## config.mk

```make
export PLATFORM = sky130hd
export DESIGN_NAME = cdb_arbiter_flat
export DESIGN_NICKNAME = d
export VERILOG_FILES = /design/src/rtl/cdb_arbiter_pkg.sv /design/src/rtl/cdb_arbiter_if.sv /design/src/rtl/cdb_arbiter_slot.sv /design/src/rtl/cdb_arbiter.sv /design/src/flat_wrapper.sv
export SDC_FILE = /design/constraint.sdc
export NUM_CORES = 1
export LEC_CHECK = 0
export BUFFER_PORTS_ARGS = -buffer_cell sky130_fd_sc_hd__buf_2
export CORE_MARGIN = 8
export CORE_UTILIZATION = 61
export CTS_BUF_LIST = sky130_fd_sc_hd__clkbuf_4 sky130_fd_sc_hd__clkbuf_8
export DETAILED_ROUTE_END_ITERATION = 10
export GPL_TIMING_DRIVEN = 1
export MAX_ROUTING_LAYER = met4
export PLACE_DENSITY = 0.87
export SLEW_MARGIN = 10
export SYNTH_ARGS = -nofsm -noshare
export SYNTH_HDL_FRONTEND = slang
export SYNTH_HIERARCHICAL = 1
export SYNTH_SLANG_ARGS = --single-unit
```

## constraint.sdc

```tcl
create_clock -name clk -period 8.51 [get_ports clk]
set_input_delay 1.702 -clock clk [delete_from_list [all_inputs] [get_ports clk]]
set_output_delay 1.702 -clock clk [all_outputs]
set_load 0.1 [all_outputs]
```

## src/rtl/cdb_arbiter_pkg.sv

```systemverilog
// Shared types and helpers for the CDB arbiter: bus widths, FU source ids,
// the broadcast payload struct and ROB-age comparison.
package cdb_arbiter_pkg;

  localparam int ROB_DEPTH = 16;
  localparam int ROB_TAG_W = 5;
  localparam int TAG_W     = ROB_TAG_W;
  localparam int PREG_W    = 7;
  localparam int DATA_W    = 32;
  localparam int NUM_FU    = 3;

  typedef enum logic [1:0] {
    FU_ALU = 2'd0,
    FU_B   = 2'd1,
    FU_MEM = 2'd2
  } fu_src_e;

  typedef struct packed {
    logic [TAG_W-1:0]  tag;
    logic [PREG_W-1:0] pd;
    logic [DATA_W-1:0] data;
    fu_src_e           src;
  } cdb_t;

  localparam int CDB_W = $bits(cdb_t);

  // Distance from the ROB head; only the low 4 bits index the 16-entry ROB.
  function automatic logic [3:0] rob_age(input logic [TAG_W-1:0] t,
                                         input logic [TAG_W-1:0] head);
    return 4'(t - head);
  endfunction

  function automatic logic is_younger(input logic [TAG_W-1:0] t,
                                      input logic [TAG_W-1:0] branch,
                                      input logic [TAG_W-1:0] head);
    return rob_age(t, head) > rob_age(branch, head);
  endfunction

endpackage

```

## src/rtl/cdb_arbiter_if.sv

```systemverilog
// Bundle of FU result ports, flush controls and the CDB broadcast.
// Handshake: a result transfers on a rising edge where x_valid && x_ready;
// the FU holds tag/pd/data stable while x_valid is high and x_ready is low.
interface cdb_arbiter_if;
  import cdb_arbiter_pkg::*;

  logic              alu_valid, b_valid, mem_valid;
  logic              alu_ready, b_ready, mem_ready;
  logic [TAG_W-1:0]  alu_tag, b_tag, mem_tag;
  logic [PREG_W-1:0] alu_pd, b_pd, mem_pd;
  logic [DATA_W-1:0] alu_data, b_data, mem_data;

  logic [TAG_W-1:0]  rob_head;
  logic              mispredict;
  logic [TAG_W-1:0]  mispredict_tag;

  logic              cdb_valid;
  logic [TAG_W-1:0]  cdb_tag;
  logic [PREG_W-1:0] cdb_pd;
  logic [DATA_W-1:0] cdb_data;
  logic [1:0]        cdb_src;

  // Observability of internal state: round-robin pointer and slot occupancy.
  logic [1:0]        rr_ptr;
  logic [2:0]        slot_valid;

  modport master (
    output alu_valid, b_valid, mem_valid,
    output alu_tag, b_tag, mem_tag, alu_pd, b_pd, mem_pd,
    output alu_data, b_data, mem_data,
    output rob_head, mispredict, mispredict_tag,
    input  alu_ready, b_ready, mem_ready,
    input  cdb_valid, cdb_tag, cdb_pd, cdb_data, cdb_src,
    input  rr_ptr, slot_valid
  );

  modport slave (
    input  alu_valid, b_valid, mem_valid,
    input  alu_tag, b_tag, mem_tag, alu_pd, b_pd, mem_pd,
    input  alu_data, b_data, mem_data,
    input  rob_head, mispredict, mispredict_tag,
    output alu_ready, b_ready, mem_ready,
    output cdb_valid, cdb_tag, cdb_pd, cdb_data, cdb_src,
    output rr_ptr, slot_valid
  );

endinterface

```

## src/rtl/cdb_arbiter_slot.sv

```systemverilog
// One-entry holding register for a single FU result, freed by a grant or a
// squash and refillable on the same edge it is granted.
module cdb_arbiter_slot
  import cdb_arbiter_pkg::*;
(
  input  logic clk,
  input  logic reset,
  input  logic capture,
  input  logic drop,
  input  logic squash,
  input  logic grant,
  input  cdb_t d,
  output logic valid,
  output cdb_t q,
  output logic ready
);

  assign ready = !valid || grant;

  always_ff @(posedge clk or posedge reset) begin
    if (reset) begin
      valid <= 1'b0;
      q     <= '0;
    end else if (capture) begin
      // A result younger than a mispredicted branch is taken and discarded.
      valid <= !drop;
      q     <= d;
    end else if (grant || squash) begin
      valid <= 1'b0;
    end
  end

endmodule

```

## src/rtl/cdb_arbiter.sv

```systemverilog
// Round-robin arbiter of ALU/branch/memory completions onto a registered
// common data bus, with mispredict squashing by ROB age.
module cdb_arbiter
  import cdb_arbiter_pkg::*;
(
  input  logic         clk,
  input  logic         reset,
  cdb_arbiter_if.slave bus
);

  logic [NUM_FU-1:0] in_valid;
  logic [NUM_FU-1:0] ready;
  logic [NUM_FU-1:0] slot_valid;
  logic [NUM_FU-1:0] squash;
  logic [NUM_FU-1:0] drop;
  logic [NUM_FU-1:0] eligible;
  logic [NUM_FU-1:0] grant;
  cdb_t              in_d   [NUM_FU];
  cdb_t              slot_q [NUM_FU];

  logic [1:0] rr_ptr;
  logic [1:0] grant_idx;
  logic       any_grant;
  logic [2:0] cand;

  logic       cdb_valid;
  cdb_t       cdb_q;

  assign in_valid = {bus.mem_valid, bus.b_valid, bus.alu_valid};
  assign in_d[0]  = '{tag: bus.alu_tag, pd: bus.alu_pd, data: bus.alu_data, src: FU_ALU};
  assign in_d[1]  = '{tag: bus.b_tag,   pd: bus.b_pd,   data: bus.b_data,   src: FU_B};
  assign in_d[2]  = '{tag: bus.mem_tag, pd: bus.mem_pd, data: bus.mem_data, src: FU_MEM};

  for (genvar i = 0; i < NUM_FU; i++) begin : g_slot
    assign squash[i] = bus.mispredict && slot_valid[i] &&
                       is_younger(slot_q[i].tag, bus.mispredict_tag, bus.rob_head);
    assign drop[i]   = bus.mispredict &&
                       is_younger(in_d[i].tag, bus.mispredict_tag, bus.rob_head);

    cdb_arbiter_slot u_slot (
      .clk     (clk),
      .reset   (reset),
      .capture (in_valid[i] && ready[i]),
      .drop    (drop[i]),
      .squash  (squash[i]),
      .grant   (grant[i]),
      .d       (in_d[i]),
      .valid   (slot_valid[i]),
      .q       (slot_q[i]),
      .ready   (ready[i])
    );
  end

  assign eligible = slot_valid & ~squash;

  // Search rr_ptr, rr_ptr+1, rr_ptr+2 (mod 3); first eligible slot wins.
  always_comb begin
    grant     = '0;
    grant_idx = '0;
    any_grant = 1'b0;
    cand      = '0;
    for (int k = 0; k < NUM_FU; k++) begin
      cand = {1'b0, rr_ptr} + 3'(k);
      if (cand >= 3'd3) cand = cand - 3'd3;
      if (!any_grant && eligible[cand[1:0]]) begin
        any_grant = 1'b1;
        grant_idx = cand[1:0];
      end
    end
    grant[grant_idx] = any_grant;
  end

  always_ff @(posedge clk or posedge reset) begin
    if (reset) begin
      rr_ptr <= 2'd0;
    end else if (any_grant) begin
      rr_ptr <= (grant_idx == 2'd2) ? 2'd0 : grant_idx + 2'd1;
    end
  end

  // Payload keeps its last value when nothing is granted.
  always_ff @(posedge clk or posedge reset) begin
    if (reset) begin
      cdb_valid <= 1'b0;
      cdb_q     <= '0;
    end else begin
      cdb_valid <= any_grant;
      if (any_grant) cdb_q <= slot_q[grant_idx];
    end
  end

  assign bus.alu_ready  = ready[0];
  assign bus.b_ready    = ready[1];
  assign bus.mem_ready  = ready[2];
  assign bus.cdb_valid  = cdb_valid;
  assign bus.cdb_tag    = cdb_q.tag;
  assign bus.cdb_pd     = cdb_q.pd;
  assign bus.cdb_data   = cdb_q.data;
  assign bus.cdb_src    = cdb_q.src;
  assign bus.rr_ptr     = rr_ptr;
  assign bus.slot_valid = slot_valid;

endmodule

```

## src/flat_wrapper.sv

```systemverilog
// flat-port wrapper written by rule: the top's interface ports become plain ports
module cdb_arbiter_flat import cdb_arbiter_pkg::*;
  (clk, reset, bus_alu_valid, bus_b_valid, bus_mem_valid, bus_alu_tag, bus_b_tag, bus_mem_tag, bus_alu_pd, bus_b_pd, bus_mem_pd, bus_alu_data, bus_b_data, bus_mem_data, bus_rob_head, bus_mispredict, bus_mispredict_tag, bus_alu_ready, bus_b_ready, bus_mem_ready, bus_cdb_valid, bus_cdb_tag, bus_cdb_pd, bus_cdb_data, bus_cdb_src, bus_rr_ptr, bus_slot_valid);
  cdb_arbiter_if bus_i ();
  input  logic clk;
  input  logic reset;
  input wire logic [$bits(bus_i.alu_valid)-1:0] bus_alu_valid;
  input wire logic [$bits(bus_i.b_valid)-1:0] bus_b_valid;
  input wire logic [$bits(bus_i.mem_valid)-1:0] bus_mem_valid;
  input wire logic [$bits(bus_i.alu_tag)-1:0] bus_alu_tag;
  input wire logic [$bits(bus_i.b_tag)-1:0] bus_b_tag;
  input wire logic [$bits(bus_i.mem_tag)-1:0] bus_mem_tag;
  input wire logic [$bits(bus_i.alu_pd)-1:0] bus_alu_pd;
  input wire logic [$bits(bus_i.b_pd)-1:0] bus_b_pd;
  input wire logic [$bits(bus_i.mem_pd)-1:0] bus_mem_pd;
  input wire logic [$bits(bus_i.alu_data)-1:0] bus_alu_data;
  input wire logic [$bits(bus_i.b_data)-1:0] bus_b_data;
  input wire logic [$bits(bus_i.mem_data)-1:0] bus_mem_data;
  input wire logic [$bits(bus_i.rob_head)-1:0] bus_rob_head;
  input wire logic [$bits(bus_i.mispredict)-1:0] bus_mispredict;
  input wire logic [$bits(bus_i.mispredict_tag)-1:0] bus_mispredict_tag;
  output wire logic [$bits(bus_i.alu_ready)-1:0] bus_alu_ready;
  output wire logic [$bits(bus_i.b_ready)-1:0] bus_b_ready;
  output wire logic [$bits(bus_i.mem_ready)-1:0] bus_mem_ready;
  output wire logic [$bits(bus_i.cdb_valid)-1:0] bus_cdb_valid;
  output wire logic [$bits(bus_i.cdb_tag)-1:0] bus_cdb_tag;
  output wire logic [$bits(bus_i.cdb_pd)-1:0] bus_cdb_pd;
  output wire logic [$bits(bus_i.cdb_data)-1:0] bus_cdb_data;
  output wire logic [$bits(bus_i.cdb_src)-1:0] bus_cdb_src;
  output wire logic [$bits(bus_i.rr_ptr)-1:0] bus_rr_ptr;
  output wire logic [$bits(bus_i.slot_valid)-1:0] bus_slot_valid;
  assign bus_i.alu_valid = bus_alu_valid;
  assign bus_i.b_valid = bus_b_valid;
  assign bus_i.mem_valid = bus_mem_valid;
  assign bus_i.alu_tag = bus_alu_tag;
  assign bus_i.b_tag = bus_b_tag;
  assign bus_i.mem_tag = bus_mem_tag;
  assign bus_i.alu_pd = bus_alu_pd;
  assign bus_i.b_pd = bus_b_pd;
  assign bus_i.mem_pd = bus_mem_pd;
  assign bus_i.alu_data = bus_alu_data;
  assign bus_i.b_data = bus_b_data;
  assign bus_i.mem_data = bus_mem_data;
  assign bus_i.rob_head = bus_rob_head;
  assign bus_i.mispredict = bus_mispredict;
  assign bus_i.mispredict_tag = bus_mispredict_tag;
  assign bus_alu_ready = bus_i.alu_ready;
  assign bus_b_ready = bus_i.b_ready;
  assign bus_mem_ready = bus_i.mem_ready;
  assign bus_cdb_valid = bus_i.cdb_valid;
  assign bus_cdb_tag = bus_i.cdb_tag;
  assign bus_cdb_pd = bus_i.cdb_pd;
  assign bus_cdb_data = bus_i.cdb_data;
  assign bus_cdb_src = bus_i.cdb_src;
  assign bus_rr_ptr = bus_i.rr_ptr;
  assign bus_slot_valid = bus_i.slot_valid;
  cdb_arbiter u_core (.clk(clk), .reset(reset), .bus(bus_i));
endmodule
```

==> results.md, run 1 <==
Status:
- The flow ran to the end, and the final reports show no timing, DRC or antenna violations.

Yosys:
- The compound-gate portion of the synthesized area is 0.158.
- The fraction of post-synthesis cell area in the top cell type by area is 0.484.
- The most used flip-flop cell after synthesis is sky130_fd_sc_hd__dfrtp_1.
- Measured against the total synthesized area, the mux share comes to 0.181.
- Yosys printed 6 warnings.
- The leading cell type by number of instances after synthesis is sky130_fd_sc_hd__dfrtp_1.
- A synthesized cell averages around 13 sq um.
- By area the synthesized netlist is led by sky130_fd_sc_hd__dfrtp_1 48%, sky130_fd_sc_hd__mux2_2 9.3%, sky130_fd_sc_hd__mux2_4 8.7%, sky130_fd_sc_hd__ha_1 4.5%, sky130_fd_sc_hd__a22oi_1 3.5%.
- sky130_fd_sc_hd__dfrtp_1 takes more of the synthesized area than any other cell.
- Of the total synthesized cell area, the portion taken by AND, OR, NAND and NOR gates is 0.0379.
- The commonest cells after synthesis are 190 x sky130_fd_sc_hd__dfrtp_1, 81 x sky130_fd_sc_hd__mux2_2, 57 x sky130_fd_sc_hd__mux2_4.
- The mapped cell area is roughly 0.0098 sq mm.
- Of the total synthesized cell area, the portion taken by XOR and XNOR cells is 0.0275.
- After synthesis the netlist holds a flip-flop and latch count of 190.
- The number of unique standard cell types used by synthesis is 50.
- The gate count after technology mapping is around 760.
- The adder-cell share of the synthesized area is 0.0588.
- By area, the combinational part of the netlist is dominated by multiplexers.
- The number of enable flip-flop cells after synthesis is 0.
- Of all flip-flops after synthesis, the portion carrying an async set or reset was 1.00.
- The share of the Yosys chip area taken by registers is 0.484.

Cells and area:
- The fraction of the core area covered by cells at the end of the flow is 0.718.
- The final net count is between 1000 and 1500.
- From synthesis to final layout, the design area changed by 15.6%.
- With fillers left out, the area of the finished cells amounts to roughly 0.011 sq mm.
- The share of cells above drive strength 1 is 0.443.

Floorplanning:
- The die outline height is 143 microns.
- The floorplan has 46 rows.
- The core region is roughly 0.016 sq mm.
- 203 I/O pins were placed.
- The starting density of the core is 0.621.
- The die is 143 microns wide.
- The die covers around 0.020 sq mm.

Detailed routing:
- The via-per-instance ratio is around 6.0.
- Detailed routing inserted a total of 7047 vias.
- After detailed routing, the number of remaining DRC violations is 0.
- The number of detailed-route iterations in the first pass is 5.
- In this run the remaining antenna-violating nets after routing total 0.
- The average wire per standard cell is 22.1 microns.
- For this block, the initial DRC count from the detailed router was roughly 500.
- The total routed wirelength is ~26 mm.

Setup path:
- The depth of the worst register-to-register path is 17.
- The worst setup path is of the in -> out kind.
- The endpoint of the worst-slack reg-to-reg timing path is u_core/g_slot[1].u_slot/q[27]$_DFFE_PP0P_.
- The data arrival time of the critical path is 5.97 ns.
- The endpoint required time on the critical path is between 6 and 7 ns.
- The worst setup path is captured at a primary output.
- The internal reg-to-reg setup slack is slightly below 3 ns.
- The critical-path maximum fanout is 48.
- The startpoint of the worst register-to-register path is u_core/g_slot[1].u_slot/q[42]$_DFFE_PP0P_.
- The worst setup path is launched from an input port.

STA:
- The final hold violation count is 0.
- For the pin with the worst max-slew slack, the measured transition is 1.11 ns.
- Setup violations remaining at the end of the flow were counted as 0.
- The worst pin sits at a relative slew slack of 0.261.
- Setup repair after global routing left no endpoint under its margin.
- The final-layout worst hold slack is ~0.52 ns.
- The minimum clock period after layout is roughly 7.7 ns.
- The total negative slack is 0 ns.
- The maximum clock rate is ~130 MHz.
- The post-route clock skew is between 0.01 and 0.015 ns.
- The fraction of the cycle the final worst path needs is 0.902.
- The number of pins exceeding their max-slew limit in the final report came to 0.

Clock network:
- The number of sinks driven by the clock tree is 190.
- In this run the clock root is driven by a sky130_fd_sc_hd__clkbuf_8.
- The H-tree level count is 4.
- The deepest clock path buffer count is 2.
- In this run the post-CTS setup repair buffer count came out at 0.
- At the later pin of the worst-skew pair, clock insertion delay measures about 0.46 ns.
- The number of CTS-inserted buffers is 17.
- Buffers inserted to repair hold after CTS numbered 0.
- The clock transition time at the flip-flop clock pins of the worst setup and hold paths is ~0.090 ns.
- The TritonCTS clock tree is yes.
- Gates resized during post-CTS repair numbered 0.

GRT:
- The first global-routing pass estimated roughly 40 mm of wire.
- The overflow left after global routing is 0.
- The via count of the first global-routing pass is around 7600.
- Across every metal layer, demand over resource in global routing totals 0.266.
- The maximum number of pins on one net before global-route repair is 71.
- The number of antenna violations at the first check in global routing is 1.

Hold path:
- The worst hold path begins at u_core/g_slot[2].u_slot/q[6]$_DFFE_PP0P_.
- The worst hold path terminates at u_core/g_slot[2].u_slot/q[6]$_DFFE_PP0P_.
- The class of the tightest hold or removal check is reg -> reg.
- The cell depth of the worst min-delay path is 1.

Place:
- The post-detailed-placement cell area is about 0.011 sq mm.
- The wire-length estimate of the detail-placed layout is between 15 and 20 mm.
- At the end of routability-driven placement, the weighted congestion stood at around 0.9.
- The number of buffer cells added on primary ports is 200.

Run:
- The reported max-cap violation count is 0.
[stage by stage]
| stage | cells | setup slack [ns] |
|---|---|---|
| finish | 1175 | 0.835 |
| global route | 1175 | 0.647 |
| detailed placement | 1143 | 0.877 |
| floorplan | 765 | 1.07 |
| global placement | 1143 | 0.936 |
| CTS | 1174 | 0.872 |
[critical path: stages]
cell	delay [ns]
sky130_fd_sc_hd__buf_2	0.09
sky130_fd_sc_hd__inv_1	0.04
sky130_fd_sc_hd__buf_4	0.25
sky130_fd_sc_hd__ha_1	0.27
sky130_fd_sc_hd__a21o_1	0.17
sky130_fd_sc_hd__a21oi_1	0.26
sky130_fd_sc_hd__xnor2_1	0.33
sky130_fd_sc_hd__ha_1	0.36
sky130_fd_sc_hd__and3b_1	0.19
sky130_fd_sc_hd__a311o_1	0.35
sky130_fd_sc_hd__a21boi_2	0.20
sky130_fd_sc_hd__a21boi_0	0.24
sky130_fd_sc_hd__o211ai_2	0.11
sky130_fd_sc_hd__buf_4	0.24
sky130_fd_sc_hd__inv_2	0.08
sky130_fd_sc_hd__buf_4	0.53
sky130_fd_sc_hd__nand2b_1	0.32
sky130_fd_sc_hd__buf_12	0.21
[cell families after synthesis]
family,Yosys count
AOI/OAI and AO/OA,191
DFF,190
muxes,139
buffers and inverters,106
and+or+nand+nor,61
adders and majority gates,42
xor gates and xnor gates,30
other,2
[routing by layer]
layer  share of wire  global-route usage  vias to the layer above
met1            0.40               0.313                     3497
met3           0.074              0.0661                       67
met4           0.031               0.110                        0
met2            0.49               0.429                      312
met5               0                   -                        -
li1                -                   -                     3171
[layout by cell type, fill, tap and decap left out, types with 4 or more instances in the layout]
cell type,synthesis,final
sky130_fd_sc_hd__a21o_1,8,8
sky130_fd_sc_hd__a21oi_1,13,13
sky130_fd_sc_hd__a22oi_1,46,46
sky130_fd_sc_hd__a31oi_1,48,48
sky130_fd_sc_hd__buf_2,17,199
sky130_fd_sc_hd__buf_4,0,15
sky130_fd_sc_hd__clkbuf_8,0,20
sky130_fd_sc_hd__conb_1,2,6
sky130_fd_sc_hd__dfrtp_1,190,190
sky130_fd_sc_hd__fa_1,7,7
sky130_fd_sc_hd__ha_1,35,35
sky130_fd_sc_hd__inv_1,51,47
sky130_fd_sc_hd__inv_2,2,6
sky130_fd_sc_hd__inv_6,0,4
sky130_fd_sc_hd__mux2_2,81,81
sky130_fd_sc_hd__mux2_4,57,57
sky130_fd_sc_hd__nand2_1,10,10
sky130_fd_sc_hd__nand2b_1,8,8
sky130_fd_sc_hd__nand3_1,4,4
sky130_fd_sc_hd__nand3b_1,22,22
sky130_fd_sc_hd__nor2_1,5,5
sky130_fd_sc_hd__o21ai_0,5,5
sky130_fd_sc_hd__o311ai_1,5,5
sky130_fd_sc_hd__o311ai_2,18,18
sky130_fd_sc_hd__o31ai_1,26,26
sky130_fd_sc_hd__xnor2_1,22,22
sky130_fd_sc_hd__xor2_1,7,7
[sequential cells by signal, summed over array words and instances, names as in the netlist]
register,cells
u_core/bus.cdb_data,32
u_core/bus.cdb_pd,7
u_core/bus.cdb_src,2
u_core/bus.cdb_tag,5
u_core/bus.cdb_valid,1
u_core/bus.rr_ptr,2
u_core/g_slot.u_slot/q,138
u_core/g_slot.u_slot/valid,3
[worst max-delay path by stage]
stage                                from            end  slack [ns]  cells after the start
after floorplan           bus_rob_head[1]  bus_alu_ready        1.07                     17
after global placement    bus_rob_head[1]    bus_b_ready        0.94                     18
after detailed placement  bus_rob_head[1]    bus_b_ready        0.88                     18
after CTS                 bus_rob_head[1]    bus_b_ready        0.87                     18
after global routing      bus_rob_head[1]    bus_b_ready        0.65                     18
final                     bus_rob_head[1]    bus_b_ready        0.83                     18
[area by class of cell]
type | instances | area, sq um
Sequential cell | 190 | 4750
Inverter | 53 | 199
Multi-Input combinational cell | 469 | 4570
Antenna cell | 1 | 2.50
Clock inverter | 10 | 150
Fill cell | 1102 | 4470
Tap cell | 216 | 270
Timing Repair Buffer | 215 | 1130
Clock buffer | 21 | 283
Power of run 1 is not shown: default switching activity piles up to over one toggle a cycle in this logic, so the estimate is an artifact.
==> run 2, diff against run 1 <==
--- a/config.mk
+++ b/config.mk
@@ -16,5 +16,4 @@
 export SLEW_MARGIN = 10
 export SYNTH_ARGS = -nofsm -noshare
 export SYNTH_HDL_FRONTEND = slang
-export SYNTH_HIERARCHICAL = 1
 export SYNTH_SLANG_ARGS = --single-unit
==> results.md, run 2 <==
Status:
- The flow ran to the end, and the final reports show no timing, DRC or antenna violations.

Detailed routing:
- The total routed wirelength is 22.2 mm (-14%).
- The via-per-instance ratio is 5.90 (-1.7%).
- The number of nets with antenna violations after routing was 0 (unchanged).
- The number of detailed-route iterations in the first pass is 4 (-1).
- The average wire per standard cell is 21.1 microns (-4.3%).
- The detailed-route DRC error count is 0 (unchanged).
- The starting DRC count in detailed routing is 274 (-45%).
- The routed via count is 6205 (-12%).

Setup path:
- The endpoint required time on the critical path came to 6.81 ns (about the same).
- STA classifies the critical path endpoint as a primary output.
- The slowest stage of the critical path is the sky130_fd_sc_hd__o21ai_2 cell.
- In this run the critical register-to-register path is captured at u_core.g_slot[1].u_slot.q[30]$_DFFE_PP0P_.
- The depth of the worst register-to-register path is 15 (-2).
- The cell depth of the worst setup path is 13 (-5).
- Tracing the worst setup path back leads to its startpoint at bus_rob_head[1].
- The category of cells accounting for the largest share of critical-path delay is compound AO/OA/AOI/OAI gates.
- The critical path goes through buf_2 > inv_1 > ha_1 > a21o_1 > a21oi_1 > xnor2_1 > ha_1 > o31ai_1 > a21oi_1 > o21ai_2 > and2_4 > nand2b_1 > buf_2.
- The destination of the critical timing path is bus_mem_ready.
- The internal reg-to-reg setup slack is 3.81 ns (+0.85 ns).
- The class of the most critical setup path is in -> out.
- The startpoint of the worst register-to-register path is u_core.g_slot[2].u_slot.q[41]$_DFFE_PP0P_.
- The data arrival time of the critical path is 5.48 ns (-0.49 ns).
- The critical-path maximum fanout is 36 (-25%).
- The worst path buffer plus inverter count is 3 (-4).
- The startpoint kind of the worst setup timing path is an input port.
- The worst stage delay on the critical path is 0.58 ns (+0.05 ns).

Yosys:
- The biggest area consumer among synthesized cells is sky130_fd_sc_hd__dfrtp_1.
- The mapped cell area is 0.00923 sq mm (-6.0%).
- The number of unique standard cell types used by synthesis is 62 (+24%).
- The most instantiated flip-flop cell in the synthesis netlist is sky130_fd_sc_hd__dfrtp_1.
- The post-synthesis sequential element count was 186 (-2.1%).
- The number of enable flip-flop cells after synthesis came to 0 (unchanged).
- By instance count, the leading cell after synthesis is sky130_fd_sc_hd__dfrtp_1.
- The sequential area share after synthesis was 0.504 (+0.0202).
- The fraction of post-synthesis cell area in the top cell type by area was 0.504 (+0.0202).
- The number of warnings reported in the yosys synthesis log is 0 (-6).
- The gate count after technology mapping is 663 (-13%).
- Yosys attributes the largest share of cell area to sky130_fd_sc_hd__dfrtp_1 50%, sky130_fd_sc_hd__mux2_2 9.0%, sky130_fd_sc_hd__mux2_4 6.0%, sky130_fd_sc_hd__ha_1 5.6%, sky130_fd_sc_hd__a221o_1 4.4%.
- Counting every net in the synthesized netlist gives about 860.
- The commonest cells after synthesis are 186 x sky130_fd_sc_hd__dfrtp_1, 74 x sky130_fd_sc_hd__mux2_2, 41 x sky130_fd_sc_hd__a221o_1, 41 x sky130_fd_sc_hd__ha_1, 37 x sky130_fd_sc_hd__mux2_4.
- The share of synthesized registers carrying an async set or reset was 1.00 (unchanged).
- The average size of a mapped cell is 13.9 sq um (+7.9%).

STA:
- The number of pins exceeding their max-slew limit in the final report is 0 (unchanged).
- The transition at the pin with the smallest max-transition slack is 0.998 ns (-0.108 ns).
- The post-route clock skew is 0.0118 ns (-0.00254 ns).
- The final hold violation count is 0 (unchanged).
- The minimum clock period after layout was 7.18 ns (-0.494 ns).
- The total negative slack is 0 ns (unchanged).
- The maximum clock rate came to 139 MHz (+6.9%).
- The fraction of the cycle the final worst path needs came to 0.844 (-0.0581).
- The number of setup violations in the final report is 0 (unchanged).
- The normalized max-slew margin is 0.335 (+0.0733).
- Setup repair after global routing left no endpoint under its margin.

Cells and area:
- The final net count was 1047 (-7.8%).
- The area added between synthesis and finish is 15.5%.
- In the layout the commonest cells are 200 x sky130_fd_sc_hd__buf_2, 186 x sky130_fd_sc_hd__dfrtp_1, 74 x sky130_fd_sc_hd__mux2_2.
- The number of flip-flops in the largest register is 134 (-2.9%).
- The register with the highest flop count is u_core.g_slot.u_slot.q.
- The most frequent standard cell in the layout excluding fill and tap cells is sky130_fd_sc_hd__buf_2.
- The share of cells above drive strength 1 came to 0.430 (-0.0122).

Clock network:
- The number of resized instances in the post-cts repair step was 0 (unchanged).
- The TritonCTS clock tree is yes.
- The count of buffers added by post-CTS timing repair for setup is 0 (unchanged).
- The H-tree level count is 4 (unchanged).
- The library cell used as clock root buffer is sky130_fd_sc_hd__clkbuf_8.
- The hold buffer count at CTS was 0 (unchanged).
- The number of CTS-inserted buffers is 17 (unchanged).
- The clock transition time at the flip-flop clock pins of the worst setup and hold paths was 0.09 ns (about the same).
- The number of sinks driven by the clock tree was 186 (-2.1%).
- The clock latency reported for the late side of the worst-skew pair came to 0.46 ns (about the same).
- The deepest clock path buffer count is 2 (unchanged).

Floorplanning:
- The count of boundary I/O pins is 203 (unchanged).
- The die outline area was 0.0193 sq mm (-5.4%).
- The core region area is 0.0150 sq mm (-5.4%).
- The horizontal extent of the die came to 139 microns (-2.7%).
- The count of standard-cell rows came to 45 (-2.2%).
- The starting density of the core is 0.616 (-0.00433).
- The die outline height is 139 microns (-2.7%).

GRT:
- The via count of the first global-routing pass is 6904 (-9.5%).
- The maximum number of pins on one net before global-route repair is 70 (-1.4%).
- The overflow left after global routing came to 0 (unchanged).
- The global-route wire length before repair is 35.9 mm (-11%).
- The number of antenna violations at the first check in global routing is 1 (unchanged).
- The total routing usage reported by global routing is 0.242 (-0.0240).

Run:
- The reported max-cap violation count is 0 (unchanged).

Place:
- The placed wire-length estimate after detailed placement is 15.6 mm (-11%).
- The global placement routability congestion is 0.844 (-6.7%).
- The number of buffer cells added on primary ports is 200 (unchanged).

Hold path:
- The class of the tightest hold or removal check is reg -> reg.
[run 2: cell types whose count changed in the layout (fill, tap and decap cells not counted), sizes merged, moves of 23 or more]
| cell | delta |
|---|---|
| o31ai | -23 |
| a221o | +40 |
| inv | -26 |
| a22o | +31 |
| a31oi | -47 |
| o311ai | -23 |
| a22oi | -42 |
[run 2: cells by family after synthesis]
kind of cell	count (synthesis)	synth area share
AOI/OAI and AO/OA	136	0.129
xor gates and xnor gates	26	0.0255
adders and majority gates	50	0.0729
buffers and inverters	69	0.0462
DFF	186	0.504
muxes	144	0.190
and+or+nand+nor	52	0.0318
[run 2: stage by stage]
stage	instances	instance area (sq um)	hold slack, ns	worst slack (ns)	utilization
after global routing	1051	10700	0.491	1.08	0.712
after CTS	1050	10700	0.479	1.29	0.712
final	1052	10700	0.473	1.33	0.712
after floorplan	663	9230	0.435	1.43	-
after global placement	1020	10200	0.450	1.34	0.684
after detailed placement	1020	10200	0.454	1.31	0.684
[run 2: cell type report]
class / instances / area (sq um)
Fill cell: 1034 / 4310
Inverter: 29 / 114
Antenna cell: 2 / 5.00
Multi-Input combinational cell: 408 / 4160
Clock buffer: 20 / 269
Sequential cell: 186 / 4650
Timing Repair Buffer: 209 / 1080
Tap cell: 188 / 235
Clock inverter: 10 / 143
[run 2: how the worst min path moves through the flow]
stage | from | end | depth (start not counted)
floorplan | u_core.g_slot[2].u_slot.q[1]$_DFFE_PP0P_ | u_core.g_slot[2].u_slot.q[1]$_DFFE_PP0P_ | 1
global placement | u_core.g_slot[1].u_slot.q[0]$_DFFE_PP0P_ | u_core.g_slot[1].u_slot.q[0]$_DFFE_PP0P_ | 1
detailed placement | u_core.g_slot[1].u_slot.q[0]$_DFFE_PP0P_ | u_core.g_slot[1].u_slot.q[0]$_DFFE_PP0P_ | 1
CTS | u_core.g_slot[2].u_slot.q[1]$_DFFE_PP0P_ | u_core.g_slot[2].u_slot.q[1]$_DFFE_PP0P_ | 1
global route | u_core.g_slot[1].u_slot.q[0]$_DFFE_PP0P_ | u_core.g_slot[1].u_slot.q[0]$_DFFE_PP0P_ | 1
finish | u_core.g_slot[1].u_slot.q[0]$_DFFE_PP0P_ | u_core.g_slot[1].u_slot.q[0]$_DFFE_PP0P_ | 1
[run 2: metal layers]
layer  up-vias  routed length [microns]  track usage
met5         -                        0            -
li1       2828                        -            -
met1      3133                     9180        0.278
met4         0                      381       0.0843
met2       216                    11400        0.406
met3        28                     1270       0.0599
Power of run 2 is left out for the same reason.
